--- config.mk ---
export PLATFORM = sky130hd
export DESIGN_NAME = key_conditioner
export DESIGN_NICKNAME = d
export VERILOG_FILES = /design/src/rtl/key_conditioner.sv
export SDC_FILE = /design/constraint.sdc
export NUM_CORES = 1
export LEC_CHECK = 0
export CAP_MARGIN = 20
export CORE_AREA = 2 2 126 128
export DETAILED_ROUTE_END_ITERATION = 6
export DIE_AREA = 0 0 128 130
export GPL_TIMING_DRIVEN = 1
export SLEW_MARGIN = 20
export SYNTH_ARGS = -nofsm -noshare
export SYNTH_HDL_FRONTEND = slang
export SYNTH_SLANG_ARGS = --single-unit
--- constraint.sdc ---
create_clock -name clk -period 8.8 [get_ports clk]
set_clock_uncertainty 0.2 [all_clocks]
set_input_delay 1.76 -clock clk [delete_from_list [all_inputs] [get_ports clk]]
set_output_delay 1.76 -clock clk [all_outputs]
set_load 0.1 [all_outputs]
--- src/rtl/key_conditioner.sv ---
// key_conditioner: synchronizes and debounces six raw pushbuttons, turns each
// debounced press into an event, and queues the events in a small FIFO with a
// valid/ready head interface. Lost presses are flagged by a sticky overflow.
module key_conditioner #(
    parameter int DEBOUNCE_CYCLES = 16
) (
    input  logic       clk,
    input  logic       reset,
    input  logic [5:0] key_raw,
    output logic       key_valid,
    output logic [2:0] key_code,
    input  logic       key_ready,
    output logic [5:0] key_level,
    output logic [2:0] fifo_count,
    output logic       overflow
);

    localparam int          NUM_KEYS   = 6;
    // Queue depth is fixed; pointer and count widths below assume 4 entries.
    localparam int          FIFO_DEPTH = 4;
    localparam logic [15:0] CNT_LAST   = 16'(DEBOUNCE_CYCLES - 1);

    logic [NUM_KEYS-1:0] sync_meta;
    logic [NUM_KEYS-1:0] sync_key;
    logic [15:0]         deb_cnt [NUM_KEYS];
    logic [NUM_KEYS-1:0] flip;
    logic [NUM_KEYS-1:0] rose;
    logic [NUM_KEYS-1:0] pending;
    logic [NUM_KEYS-1:0] pending_next;
    logic [NUM_KEYS-1:0] push_mask;
    logic [2:0]          fifo_mem [FIFO_DEPTH];
    logic [1:0]          wr_ptr;
    logic [1:0]          rd_ptr;
    logic [1:0]          rd_ptr_next;
    logic                pop;
    logic                push;
    logic [2:0]          push_code;
    logic [2:0]          count_next;
    logic [2:0]          code_next;

    // Two-flop synchronizer on every raw key before anything else looks at it.
    always_ff @(posedge clk or posedge reset) begin
        if (reset) begin
            sync_meta <= '0;
            sync_key  <= '0;
        end else begin
            // NOTE: sequential state uses <= so every flop samples pre-edge values.
            sync_meta <= key_raw;
            sync_key  <= sync_meta;
        end
    end

    // A key's level flips on its DEBOUNCE_CYCLES-th consecutive disagreeing clock.
    always_comb begin
        for (int k = 0; k < NUM_KEYS; k++) begin
            flip[k] = (sync_key[k] != key_level[k]) && (deb_cnt[k] == CNT_LAST);
        end
    end

    // Per-key debounce counter and level; a 0->1 flip is remembered for one clock.
    always_ff @(posedge clk or posedge reset) begin
        if (reset) begin
            for (int k = 0; k < NUM_KEYS; k++) begin
                deb_cnt[k] <= '0;
            end
            key_level <= '0;
            rose      <= '0;
        end else begin
            for (int k = 0; k < NUM_KEYS; k++) begin
                if (sync_key[k] == key_level[k]) begin
                    deb_cnt[k] <= '0;
                end else if (flip[k]) begin
                    deb_cnt[k]   <= '0;
                    key_level[k] <= ~key_level[k];
                end else begin
                    deb_cnt[k] <= deb_cnt[k] + 16'd1;
                end
            end
            rose <= flip & ~key_level;
        end
    end

    // Arbitration, FIFO bookkeeping and the next head value.
    always_comb begin
        // NOTE: every output gets a default first so no path can infer a latch.
        pop          = key_valid & key_ready;
        push         = 1'b0;
        push_code    = 3'd0;
        push_mask    = '0;
        pending_next = pending;
        count_next   = fifo_count;
        rd_ptr_next  = rd_ptr;
        code_next    = 3'd0;

        // Scanning downward leaves the lowest pending index as the winner.
        for (int k = NUM_KEYS - 1; k >= 0; k--) begin
            if (pending[k]) begin
                push_code    = 3'(k);
                push_mask    = '0;
                push_mask[k] = 1'b1;
            end
        end

        // A full queue still takes a push when its head leaves on the same clock.
        push = (pending != '0) && ((fifo_count != 3'(FIFO_DEPTH)) || pop);
        if (!push) begin
            push_mask = '0;
        end

        // A press arriving while its key is still pending is dropped.
        pending_next = (pending & ~push_mask) | (rose & ~pending);

        count_next  = fifo_count + {2'b00, push} - {2'b00, pop};
        rd_ptr_next = rd_ptr + {1'b0, pop};

        // Head bypass: the entry being written may become the head immediately.
        if (count_next == 3'd0) begin
            code_next = 3'd0;
        end else if (push && (wr_ptr == rd_ptr_next)) begin
            code_next = push_code;
        end else begin
            code_next = fifo_mem[rd_ptr_next];
        end
    end

    // Pending flags, FIFO pointers, registered head outputs and sticky overflow.
    always_ff @(posedge clk or posedge reset) begin
        if (reset) begin
            pending    <= '0;
            wr_ptr     <= '0;
            rd_ptr     <= '0;
            fifo_count <= '0;
            key_valid  <= 1'b0;
            key_code   <= 3'd0;
            overflow   <= 1'b0;
        end else begin
            pending    <= pending_next;
            if (push) begin
                wr_ptr <= wr_ptr + 2'd1;
            end
            rd_ptr     <= rd_ptr_next;
            fifo_count <= count_next;
            key_valid  <= (count_next != 3'd0);
            key_code   <= code_next;
            if ((rose & pending) != '0) begin
                overflow <= 1'b1;
            end
        end
    end

    // Event storage written at the tail.
    always_ff @(posedge clk) begin
        // NOTE: storage is not reset; pointers and count gate every read of it.
        if (push) begin
            fifo_mem[wr_ptr] <= push_code;
        end
    end

endmodule

=== Word level (Yosys, flattened, before mapping) ===
Memory sizes are Yosys's and may differ from the RTL's.
Cells that the tools add are included.

* Output and inout port bits: 14
* Memories kept: 1
* Word-level logic and storage cells: 122
* Register bits after elaboration: 138
* Input port bits: 9
* RAM bits: 12

* Reduce and logical (&&, ||, !) cells: 19
* Mux-type cells: 29
* Add/subtract/negate cells: 10
* Bitwise operators: 21
* Equality and inequality tests: 20

{| class="wikitable"
|+ Memories
! memory !! words !! width !! rd ports !! clocked after memory_dff !! wr ports !! RTL line !! RTL
|-
| fifo_mem || 4 || 3 || 1 || 0 || 1 || 31 || <nowiki>logic [2:0] fifo_mem [FIFO_DEPTH];</nowiki>
|}

{| class="wikitable"
|+ Operator list
! kind !! number
|-
| 2-to-1 mux 16 bit || 12
|-
| adder 16 x 1 -> 16 bit (second input constant) || 6
|-
| equality test 16 x 4 -> 1 bit (second input constant) || 6
|-
| 2-to-1 mux 6 bit || 7
|-
| AND 6 bit || 4
|-
| 2-to-1 mux 3 bit || 8
|-
| inverter 6 bit || 3
|-
| inverter 1 bit || 12
|-
| AND reduction 2 bit || 6
|-
| nonzero test 6 bit || 2
|-
| logical AND 1 bit || 8
|-
| equality test 1 bit || 6
|-
| inequality test 1 bit || 6
|-
| bitwise OR 6 bit || 1
|-
| adder 3 x 1 -> 3 bit || 1
|-
| zero test 3 bit || 1
|-
| inequality test 3 bit (second input constant) || 1
|-
| nonzero test 3 bit || 1
|-
| subtractor 3 x 1 -> 3 bit || 1
|-
| adder 2 x 1 -> 2 bit || 1
|-
| adder 2 x 1 -> 2 bit (second input constant) || 1
|-
| equality test 2 bit || 1
|-
| 2-to-1 mux 1 bit || 2
|-
| AND 1 bit || 1
|-
| logical OR 1 bit || 1
|}

=== Logic depth before layout (Yosys ltp) ===
Gate-level depths: netlist (run 1).

* Depth after elaboration: 10
* Mapped depth: 14

=== Worst setup path after synthesis (run 1) ===
No wires, ideal clock.

* Path kind: input port to flip-flop
* From: input port key_ready
* To: register key_code[0]
* Arrival time: 4.202 ns
* Stages: 13
* Data required time: 8.472 ns
* Library setup time: 0.128 ns
* Slack: 4.270 ns
* Cells stage by stage: a211oi_1 > a22oi_1 > clkbuf_1 > inv_1 > ha_1 > inv_1 > ha_1 > fa_1 > xnor3_1 > or3_1 > clkbuf_1 > o211ai_1 > mux2i_1

* Longest elaborated chain between the ends: 7

{| class="wikitable"
|+ Ends and longest elaborated chain
! what !! RTL line !! RTL
|-
| start, declared || 12 || <nowiki>input logic key_ready,</nowiki>
|-
| AND 1 bit * || 86 || <nowiki>pop = key_valid & key_ready;</nowiki>
|-
| logical OR 1 bit || 105 || <nowiki>push = (pending != '0) && ((fifo_count != 3'(FIFO_DEPTH)) || pop);</nowiki>
|-
| logical AND 1 bit || 105 ||
|-
| adder 3 x 1 -> 3 bit || 113 || <nowiki>count_next = fifo_count + {2'b00, push} - {2'b00, pop};</nowiki>
|-
| subtractor 3 x 1 -> 3 bit * || 113 ||
|-
| via count_next[2] || 38 || <nowiki>logic [2:0] count_next;</nowiki>
|-
| zero test 3 bit * || 117 || <nowiki>if (count_next == 3'd0) begin</nowiki>
|-
| 2-to-1 mux 3 bit * || 117 ||
|-
| via code_next[0] || 39 || <nowiki>logic [2:0] code_next;</nowiki>
|-
| end signal, assigned || 144 || <nowiki>key_code <= code_next;</nowiki>
|-
| end, declared || 11 || <nowiki>output logic [2:0] key_code,</nowiki>
|}

Mark *: on every way through the listed nets, which the timed path passes. The rest lies on a longest branch.
A chain may end at the register's enable or synchronous reset.

=== Worst setup path after layout (run 1) ===
Ends and elaborated chain as after synthesis.

==> results of run 1 <==
-- per-stage QoR --
stage               util [%]  std cells
finish                  50.6        858
global route            50.6        858
CTS                     50.6        858
detailed placement      46.8        826
global placement        46.8        826
floorplan                  -        623
-- kinds of logic after synthesis --
kind of cell | after synthesis | synth area share (%)
DFF | 150 | 56.2
muxes | 11 | 2.31
buffers and inverters | 34 | 1.88
xor gates and xnor gates | 80 | 10.8
and+or+nand+nor | 288 | 22.1
adders and majority gates | 14 | 2.69
AOI/OAI and AO/OA | 46 | 4.09
-- state kept, by name, indices dropped and copies added, names as in the netlist, 2 cells and up --
| signal | flops |
|---|---|
| deb_cnt | 96 |
| fifo_count | 3 |
| fifo_mem | 12 |
| key_code | 3 |
| key_level | 6 |
| pending | 6 |
| rd_ptr | 2 |
| rose | 6 |
| sync_key | 6 |
| sync_meta | 6 |
| wr_ptr | 2 |
-- cell type report --
| cell class | instances | share of cell area [%] |
|---|---|---|
| clock buffers | 23 | 6.54 |
| clock inverters | 9 | 1.09 |
| inverters | 22 | 1.12 |
| multi-input cells | 439 | 36.4 |
| flip-flops and latches | 150 | 48.8 |
| well taps | 192 | 3.08 |
| repair buffers | 23 | 2.92 |
-- worst max-delay path: stages --
cell and delay [ns]:
clkdlybuf4s50_1 0.47, a211oi_1 0.09, a22oi_1 0.63, inv_1 0.11, ha_1 0.30, inv_1 0.04, ha_1 0.18, fa_1 0.36
xnor3_1 0.37, or3_1 0.42, o211ai_1 0.14, mux2i_1 0.11
-- routing by layer --
layer  share of wire, %  vias up  global-route usage [%]  routed length [um]
met5                  0        -                       0                   0
met4                1.1        0                    5.43                 128
met3                3.1       10                    4.31                 371
met2                 47       56                    25.2                5560
met1                 49     2183                    20.8                5860
li1                   -     2274                       -                   -
-- layout by cell type (no fill, tap or decap), types with 2 or more instances in the layout --
cell type	synthesis	final
xor2_1	38	38
nor4_1	31	31
or2_2	5	5
and2_1	10	10
inv_6	0	3
nand2_1	37	37
a21oi_1	20	20
o31ai_1	5	5
nor3b_1	6	6
and4_1	10	10
mux4_2	3	3
clkbuf_8	0	2
dfrtp_1	138	138
o21ai_0	10	10
xnor2_1	40	40
inv_1	22	21
clkbuf_1	12	2
mux2_2	7	7
ha_1	13	13
clkbuf_16	0	19
nor2_1	90	90
nor3_1	14	14
or3_2	3	3
nand4_1	33	33
edfxtp_1	12	12
a22oi_1	2	2
clkinv_2	0	3
or3_1	7	7
nand3_1	20	20
a31o_2	3	3
or4_1	6	6
and3_1	13	13
a211oi_1	2	2
clkdlybuf4s50_1	0	22
-- path summary, 6_finish.rpt --
kind / end / cells after the start / slack, ns / start
worst max-delay path: key_code[0]$_DFF_PP0_ / 12 / 3.92 / key_ready
worst min-delay path: sync_key[1]$_DFF_PP0_ / 0 / 0.15 / sync_meta[1]$_DFF_PP0_
worst max register to register: key_code[0]$_DFF_PP0_ / 11 / 5.23 / pending[0]$_DFF_PP0_
worst min register to register: sync_key[1]$_DFF_PP0_ / 0 / 0.15 / sync_meta[1]$_DFF_PP0_
max in group asynchronous: sync_key[3]$_DFF_PP0_ / 3 / 5.48 / reset
min in group asynchronous: sync_meta[2]$_DFF_PP0_ / 2 / 1.59 / reset
-- where the power goes --
| part | internal, mW | switching, mW | total [mW] |
|---|---|---|---|
| clock network | 0.439 | 0.276 | 0.715 |
| logic | 0.120 | 0.229 | 0.349 |
| registers | 0.749 | 0.0314 | 0.780 |
==> results.py, run 1 <==
metrics = {
    "floorplan": {
        "die_x_um": 128,
        "core_area_sq_mm": 0.0154,
        "rows": 46,
        "num_io_pins": 23,
        "die_area_sq_mm": 0.0166,
        "start_util_pct": 44.0,
        "die_h_um": 130,
    },
    "placement": {
        "io_buffers": 22,
        "placed_area_sq_mm": 0.00721,
        "dpl.hpwl_mm": 8.10,
        "dp_slack_ns": 3.50,
        "place.gp.congestion": 0.849,
    },
    "sta": {
        "fmax_ghz": 0.205,
        "setup_slack_ns": 3.92,
        "min_period_over_period_pct": 55.5,
        "slew_headroom_pct": 33.9,
        "rsz0062_at_grt": "false",
        "min_period_ns": 4.88,
        "finalSetupViolations": 0,
        "max_slew.worst_pin.slew_ns": 0.988,
        "hold_ws_ns": 0.148,
        "slew_violations": 0,
        "report.final.hold_viol_count": 0,
        "tns_ns": 0,
    },
    "status": {
        "outcome": "finished, final reports clean",
    },
    "flow_run": {
        "drv_cap": 0,
    },
    "clocking": {
        "clk_pin_slew_ns": 0.06,
        "numCtsBuffers": 17,
        "cts_num_sinks": 150,
        "post_cts_resized": 0,
        "cts_tree": "done",
        "clk_latency_ns": 0.42,
        "cts-root-buf": "clkbuf_16",
        "holdBufCountCts": 0,
        "ctsLongestPathBuffers": 2,
        "post-cts-setup-buffer-count": 0,
        "cts-htree-levels": 4,
    },
    "setup_path": {
        "crit_path_max_fanout": 11,
        "start_kind": "input pin",
        "end_kind": "flip-flop",
        "critical_path_class": "in2reg",
        "critical_path_arrival_ns": 4.98,
        "cp.required_ns": 8.89,
    },
    "routing": {
        "vias": 4523,
        "vias_per_cell": 5.27,
        "drt-pass1-iter-count": 4,
        "routed_wl_mm": 11.9,
        "first_iter_violations": 198,
        "avgRoutedWirePerCell_um": 13.9,
        "ant_nets": 0,
        "route.detailed.drc": 0,
    },
    "synth": {
        "ys_types": 40,
        "ys_warn_count": 0,
        "netlist_area_sq_mm": 0.00678,
        "synth_top_area_share_pct": 50.9,
        "async_flop_share_pct": 92.0,
        "synth-main-ff-cell": "dfrtp_1",
        "synth_edf_count": 12,
        "synth-seq-cells": 150,
        "synthCells": 623,
        "postSynthAreaPerCell_sq_um": 10.9,
        "synth_most_common_cell": "dfrtp_1",
        "synth_top_area_cell": "dfrtp_1",
        "synth_common_cells": "dfrtp_1 (138), nor2_1 (90), xnor2_1 (40), xor2_1 (38), nand2_1 (37)",
        "ys_top_cells_by_area": "dfrtp_1 (51%), edfxtp_1 (5.3%), xnor2_1 (5.2%)",
        "yosysSeqAreaShare_pct": 56.2,
        "syn_nets": 646,
    },
    "cells_and_area": {
        "fin_area_sq_mm": 0.00781,
        "nets": 676,
        "fillers": 1380,
        "diodes": 0,
        "syn_to_final_growth_pct": 15.1,
        "seq_area_sq_mm": 0.00381,
        "drive_above_1_share_pct": 8.26,
        "multi_input_area_sq_mm": 0.00284,
    },
    "hold_path": {
        "hp-class": "reg2reg",
    },
    "grt": {
        "grt_pass1_wl_mm": 20.7,
        "grt_antenna_before_repair": 0,
        "grt_max_degree": 77,
        "grtUsageTotal_pct": 15.7,
        "grt_pass1_vias": 4434,
        "grt-ovfl-total": 0,
    },
    "power_and_ir_drop": {
        "vdd_drop_max_mv": 0.148,
        "cellPowerDensity_mw_per_mm2": 236,
        "p_leak_nw": 3.27,
        "totalPowerFinal_mw": 1.84,
    },
}
Note: power is estimated with default switching activity, not from simulation.
==> inputs of run 2 (changes only) <==
- clock period: 8.8 -> 4.3 ns (I/O delays scaled with it)
==> run 2 against run 1 <==
Against the previous run:
- die area unchanged
- hold slack got worse by 0.0048 ns
- sequential share of layout area decreased by 0.20 points
- global-route usage increased by 0.57 points
- register-to-register slack got worse by 4.1 ns
- count of clock-buffer cells in the layout increased by 1
- routed wire length increased by 1.7%
- critical path depth unchanged
- cell count increased by 0.35%
- non-clock buffer count increased by 4
- worst setup slack got worse by 3.2 ns
- via count increased by 2.3%
- critical endpoint unchanged
==> results.py, run 2 (synthesis results as in run 1) <==
metrics = {
    "grt": {
        "grtUsageTotal_pct": 16.3,
        "grt-ovfl-total": 0,
        "grtUsageMet3_pct": 4.35,
        "use_met2_pct": 26.0,
        "grt_max_degree": 44,
        "grt_pass1_wl_mm": 21.6,
        "grt.met1_usage_pct": 21.3,
        "grt_most_used_layer": "met2",
        "grt_pass1_vias": 4631,
        "grt_antenna_before_repair": 0,
    },
    "cells_and_area": {
        "multi_input_area_sq_mm": 0.00284,
        "fillers": 1400,
        "seq_area_sq_mm": 0.00381,
        "nets": 680,
        "largest-register": "deb_cnt",
        "diodes": 0,
        "final_common_cell": "dfrtp_1",
        "final_cell_mix": "dfrtp_1 (138), nor2_1 (90), xnor2_1 (40)",
        "drive_above_1_share_pct": 8.37,
        "fin_area_sq_mm": 0.00784,
        "largestRegisters": "deb_cnt x96, fifo_mem x12",
        "largest_reg_flops": 96,
        "syn_to_final_growth_pct": 15.6,
        "final_util_pct": 50.8,
    },
    "setup_path": {
        "r2r_start": "pending[0]$_DFF_PP0_",
        "end_kind": "flip-flop",
        "cp-startpoint": "key_ready",
        "critical_path_class": "in2reg",
        "start_kind": "input pin",
        "crit_path_max_fanout": 7,
        "worstRegToRegCells": 11,
        "reg2reg_to": "key_code[0]$_DFF_PP0_",
        "critical_path_arrival_ns": 3.67,
        "r2r_slack_ns": 1.18,
        "cp.required_ns": 4.39,
    },
    "clocking": {
        "cts-htree-levels": 4,
        "clk_pin_slew_ns": 0.06,
        "clk_latency_ns": 0.42,
        "cts_tree": "done",
        "cts_num_sinks": 150,
        "post-cts-setup-buffer-count": 0,
        "ctsLongestPathBuffers": 2,
        "holdBufCountCts": 0,
        "cts-root-buf": "clkbuf_16",
        "post_cts_resized": 0,
        "numCtsBuffers": 17,
    },
    "routing": {
        "ant_nets": 0,
        "avgRoutedWirePerCell_um": 14.1,
        "vias_per_cell": 5.37,
        "first_iter_violations": 220,
        "vias": 4627,
        "drt-pass1-iter-count": 6,
        "routed_wl_mm": 12.1,
        "route.detailed.drc": 0,
    },
    "sta": {
        "report.final.hold_viol_count": 0,
        "min_period_ns": 3.58,
        "fmax_ghz": 0.280,
        "min_period_over_period_pct": 83.2,
        "max_slew.worst_pin.slew_ns": 1.02,
        "rsz0062_at_grt": "false",
        "setup_slack_ns": 0.722,
        "slew_violations": 0,
        "tns_ns": 0,
        "slew_headroom_pct": 31.7,
        "finalSetupViolations": 0,
    },
    "floorplan": {
        "rows": 46,
        "die_h_um": 130,
        "start_util_pct": 44.0,
        "core_area_sq_mm": 0.0154,
        "num_io_pins": 23,
        "die_x_um": 128,
        "die_area_sq_mm": 0.0166,
    },
    "hold_path": {
        "hp-class": "reg2reg",
        "min_delay_path_depth": 0,
        "min_to": "sync_key[3]$_DFF_PP0_",
        "hp-start": "sync_meta[3]$_DFF_PP0_",
    },
    "status": {
        "outcome": "finished, final reports clean",
    },
    "placement": {
        "dp_slack_ns": 0.278,
        "dpl.hpwl_mm": 8.23,
        "placed_area_sq_mm": 0.00725,
        "place.gp.congestion": 0.869,
        "io_buffers": 22,
    },
    "power_and_ir_drop": {
        "totalPowerFinal_mw": 3.80,
        "p_leak_nw": 3.27,
        "vdd_drop_max_mv": 0.313,
        "cellPowerDensity_mw_per_mm2": 484,
    },
    "flow_run": {
        "drv_cap": 0,
    },
}
## run 2: cell types whose count changed in the layout (fill, tap and decap cells not counted)
cell / before / now
buf_4: 1 / 4
clkinv_2: 3 / 2
buf_12: 0 / 1
clkbuf_1: 2 / 4
bufinv_16: 1 / 2
clkinvlp_4: 1 / 3
clkbuf_16: 19 / 18
inv_4: 1 / 0
inv_6: 3 / 0
## run 2: power breakdown
| group | total [mW] | internal, mW | switching [mW] |
|---|---|---|---|
| Combinational | 0.730 | 0.255 | 0.475 |
| Sequential | 1.60 | 1.53 | 0.0638 |
| Clock | 1.47 | 0.916 | 0.555 |
## run 2: worst max path at each step
stage / endpoint / cells after the start / slack (ns)
after CTS: key_code[0]$_DFF_PP0_ / 12 / 0.71
after detailed placement: key_code[0]$_DFF_PP0_ / 12 / 0.28
after global routing: key_code[1]$_DFF_PP0_ / 12 / 0.56
after global placement: key_code[0]$_DFF_PP0_ / 12 / 0.44
final: key_code[0]$_DFF_PP0_ / 12 / 0.72
after floorplan: key_code[0]$_DFF_PP0_ / 13 / 0.49
## run 2: per-layer routing
layer	part of all wire (%)	wire length [um]	vias to the layer above
li1	-	-	2277
met2	47	5740	56
met5	0	0	-
met1	48	5830	2276
met3	2.9	346	18
met4	1.6	197	0
## run 2: through the flow
| stage | instances | hold WS, ns |
|---|---|---|
| 6_report | 861 | 0.144 |
| 4_1_cts | 861 | 0.148 |
| 3_5_place_dp | 830 | 0.137 |
| 2_1_floorplan | 623 | 0.131 |
| 3_3_place_gp | 830 | 0.132 |
| 5_1_grt | 861 | 0.155 |
## run 2: area by class of cell
| type | count | share of cell area, % |
|---|---|---|
| Clock inverter | 7 | 1.20 |
| Clock buffer | 24 | 6.29 |
| Inverter | 22 | 1.10 |
| Tap cell | 192 | 3.06 |
| Timing Repair Buffer | 27 | 3.45 |
| Sequential cell | 150 | 48.6 |
| Multi-Input combinational cell | 439 | 36.3 |
## run 2: worst max-delay path, stage by stage
cell and delay (ns):
clkdlybuf4s50_1 0.48, a211oi_1 0.09, a22oi_1 0.24, inv_1 0.07, ha_1 0.28, inv_1 0.04, ha_1 0.19, fa_1 0.37
xnor3_1 0.38, or3_1 0.43, o211ai_1 0.15, mux2i_1 0.10
==> inputs of run 3 (changes only) <==
- clock period: 4.3 -> 2.9 ns (I/O delays scaled with it)
==> run 3 against run 2 <==
Against the previous run:
- hold slack got worse by 0.0030 ns
- via count grew 1.5%
- cell count grew 0.58%
- highest routed layer unchanged
==> results.py, run 3 (synthesis results as in run 1) <==
metrics = {
    "sta": {
        "slew_violations": 0,
        "slew_headroom_pct": 52.1,
        "max_slew.worst_pin.slew_ns": 0.714,
        "min_period_over_period_pct": 94.2,
        "rsz0062_at_grt": "false",
        "report.final.hold_viol_count": 0,
        "finalSetupViolations": 0,
        "fmax_ghz": 0.366,
        "min_period_ns": 2.73,
        "tns_ns": 0,
    },
    "cells_and_area": {
        "fillers": 1384,
        "largest_reg_flops": 96,
        "fin_area_sq_mm": 0.00794,
        "seq_area_sq_mm": 0.00382,
        "drive_above_1_share_pct": 13.5,
        "syn_to_final_growth_pct": 17.0,
        "diodes": 0,
        "nets": 684,
        "multi_input_area_sq_mm": 0.00289,
        "final_common_cell": "dfrtp_1",
        "final_cell_mix": "dfrtp_1 (134), nor2_1 (90), xnor2_1 (40)",
        "largestRegisters": "deb_cnt x96, fifo_mem x12",
        "final_util_pct": 51.5,
        "largest-register": "deb_cnt",
    },
    "power_and_ir_drop": {
        "p_leak_nw": 3.35,
        "p_switching_mw": 1.70,
        "pwr-share-seq_pct": 40.5,
        "cellPowerDensity_mw_per_mm2": 740,
        "swShare_pct": 29.0,
        "pwr-share-comb_pct": 20.0,
        "vdd_drop_max_mv": 0.482,
        "power.internal_mw": 4.17,
        "pwr-share-clk_pct": 39.4,
    },
    "floorplan": {
        "core_area_sq_mm": 0.0154,
        "rows": 46,
        "start_util_pct": 44.0,
        "die_area_sq_mm": 0.0166,
        "num_io_pins": 23,
        "die_x_um": 128,
        "die_h_um": 130,
    },
    "clocking": {
        "clk_latency_ns": 0.42,
        "cts-htree-levels": 4,
        "ctsLongestPathBuffers": 2,
        "holdBufCountCts": 0,
        "clk_pin_slew_ns": 0.06,
        "cts_num_sinks": 150,
        "numCtsBuffers": 17,
        "cts_tree": "done",
        "cts-root-buf": "clkbuf_16",
    },
    "setup_path": {
        "slowest_delay_ns": 0.44,
        "start_kind": "flip-flop",
        "critical_path_arrival_ns": 2.83,
        "end_kind": "flip-flop",
        "crit_chain": "a211oi_2 > a22oi_2 > inv_2 > ha_4 > inv_2 > ha_4 > fa_2 > xnor3_1 > or3_4 > o211ai_1 > mux2i_1",
        "cpMaxStageDelayCell": "or3_4",
        "crit_path_max_fanout": 7,
        "cp.required_ns": 3.00,
        "critical_path_class": "reg2reg",
    },
    "routing": {
        "route.detailed.drc": 0,
        "avgRoutedWirePerCell_um": 14.4,
        "vias_per_cell": 5.42,
        "ant_nets": 0,
        "drt-pass1-iter-count": 4,
        "routed_wl_mm": 12.5,
        "vias": 4696,
        "first_iter_violations": 263,
    },
    "placement": {
        "dpl.hpwl_mm": 8.46,
        "io_buffers": 22,
        "placed_area_sq_mm": 0.00728,
        "place.gp.congestion": 0.831,
    },
    "grt": {
        "grt_pass1_vias": 4678,
        "grt_max_degree": 87,
        "grt-ovfl-total": 0,
        "grt_pass1_wl_mm": 21.8,
        "grtUsageTotal_pct": 16.5,
        "grt_antenna_before_repair": 0,
    },
    "status": {
        "outcome": "finished, final reports clean",
    },
    "flow_run": {
        "drv_cap": 0,
    },
    "hold_path": {
        "hp-class": "reg2reg",
    },
}
[run 3: cell count changes in the layout (fill, tap and decap cells not counted), sizes merged]
cell / delta
clkbuf: -5
clkinvlp: -1
buf: +18
dlymetal6s2s: +1
clkdlybuf4s50: -15
bufinv: +2
inv: +1
clkinv: +4
[run 3: what timing repair did]
action | CTS | global route
setup endpoints to repair | 3 | 3
pin swaps | 0 | 3
cloned | 0 | 0
buffers inserted | 0 | 2
gates resized for setup | 2 | 2
[run 3: layout make-up]
class	count	area share [%]
Sequential cell	150	48.1
Multi-Input combinational cell	439	36.4
Clock buffer	19	5.58
Timing Repair Buffer	31	3.53
Tap cell	192	3.03
Clock inverter	13	2.25
Inverter	22	1.09
[run 3: final timing paths]
check	startpoint	end	slack, ns	depth (start not counted)
max	fifo_count[0]$_DFF_PP0_	key_code[0]$_DFF_PP0_	0.17	11
min	sync_meta[5]$_DFF_PP0_	sync_key[5]$_DFF_PP0_	0.14	0
max reg2reg	fifo_count[0]$_DFF_PP0_	key_code[0]$_DFF_PP0_	0.17	11
min reg2reg	sync_meta[5]$_DFF_PP0_	sync_key[5]$_DFF_PP0_	0.14	0
max in group asynchronous	reset	fifo_count[0]$_DFF_PP0_	1.63	3
min in group asynchronous	reset	deb_cnt[70]$_DFF_PP0_	0.43	3
[run 3: routing by layer]
layer | wire (um) | vias up | GRT usage (%)
li1 | - | 2287 | -
met1 | 5930 | 2327 | 21.6
met2 | 5920 | 62 | 26.3
met3 | 378 | 20 | 3.94
met4 | 229 | 0 | 7.30
met5 | 0 | - | 0
[run 3: stage by stage]
| step | instances | setup WS (ns) | power (mW) | hold WS (ns) |
|---|---|---|---|---|
| detailed placement | 832 | -0.564 | 3.54 | 0.136 |
| global route | 866 | 0.0575 | 6.14 | 0.158 |
| global placement | 832 | -0.457 | 3.49 | 0.132 |
| floorplan | 623 | -0.216 | 3.29 | 0.131 |
| CTS | 864 | 0.0376 | 5.90 | 0.145 |
| finish | 866 | 0.167 | 5.88 | 0.141 |
[run 3: critical path: cells and delay by family (launching register included)]
family,cells,cell delay [ns]
AOI/OAI and AO/OA,3,0.51
xor gates and xnor gates,1,0.21
adders and majority gates,3,0.60
buffers and inverters,2,0.12
DFF,1,0.43
muxes,1,0.10
and+or+nand+nor,1,0.44
[run 3: power groups by stage]
stage / Sequential, mW / Combinational, mW / Clock [mW]
floorplan: 2.73 / 0.561 / 0
global placement: 2.42 / 1.08 / 0
detailed placement: 2.42 / 1.12 / 0
CTS: 2.38 / 1.14 / 2.38
global route: 2.41 / 1.28 / 2.45
finish: 2.38 / 1.18 / 2.32
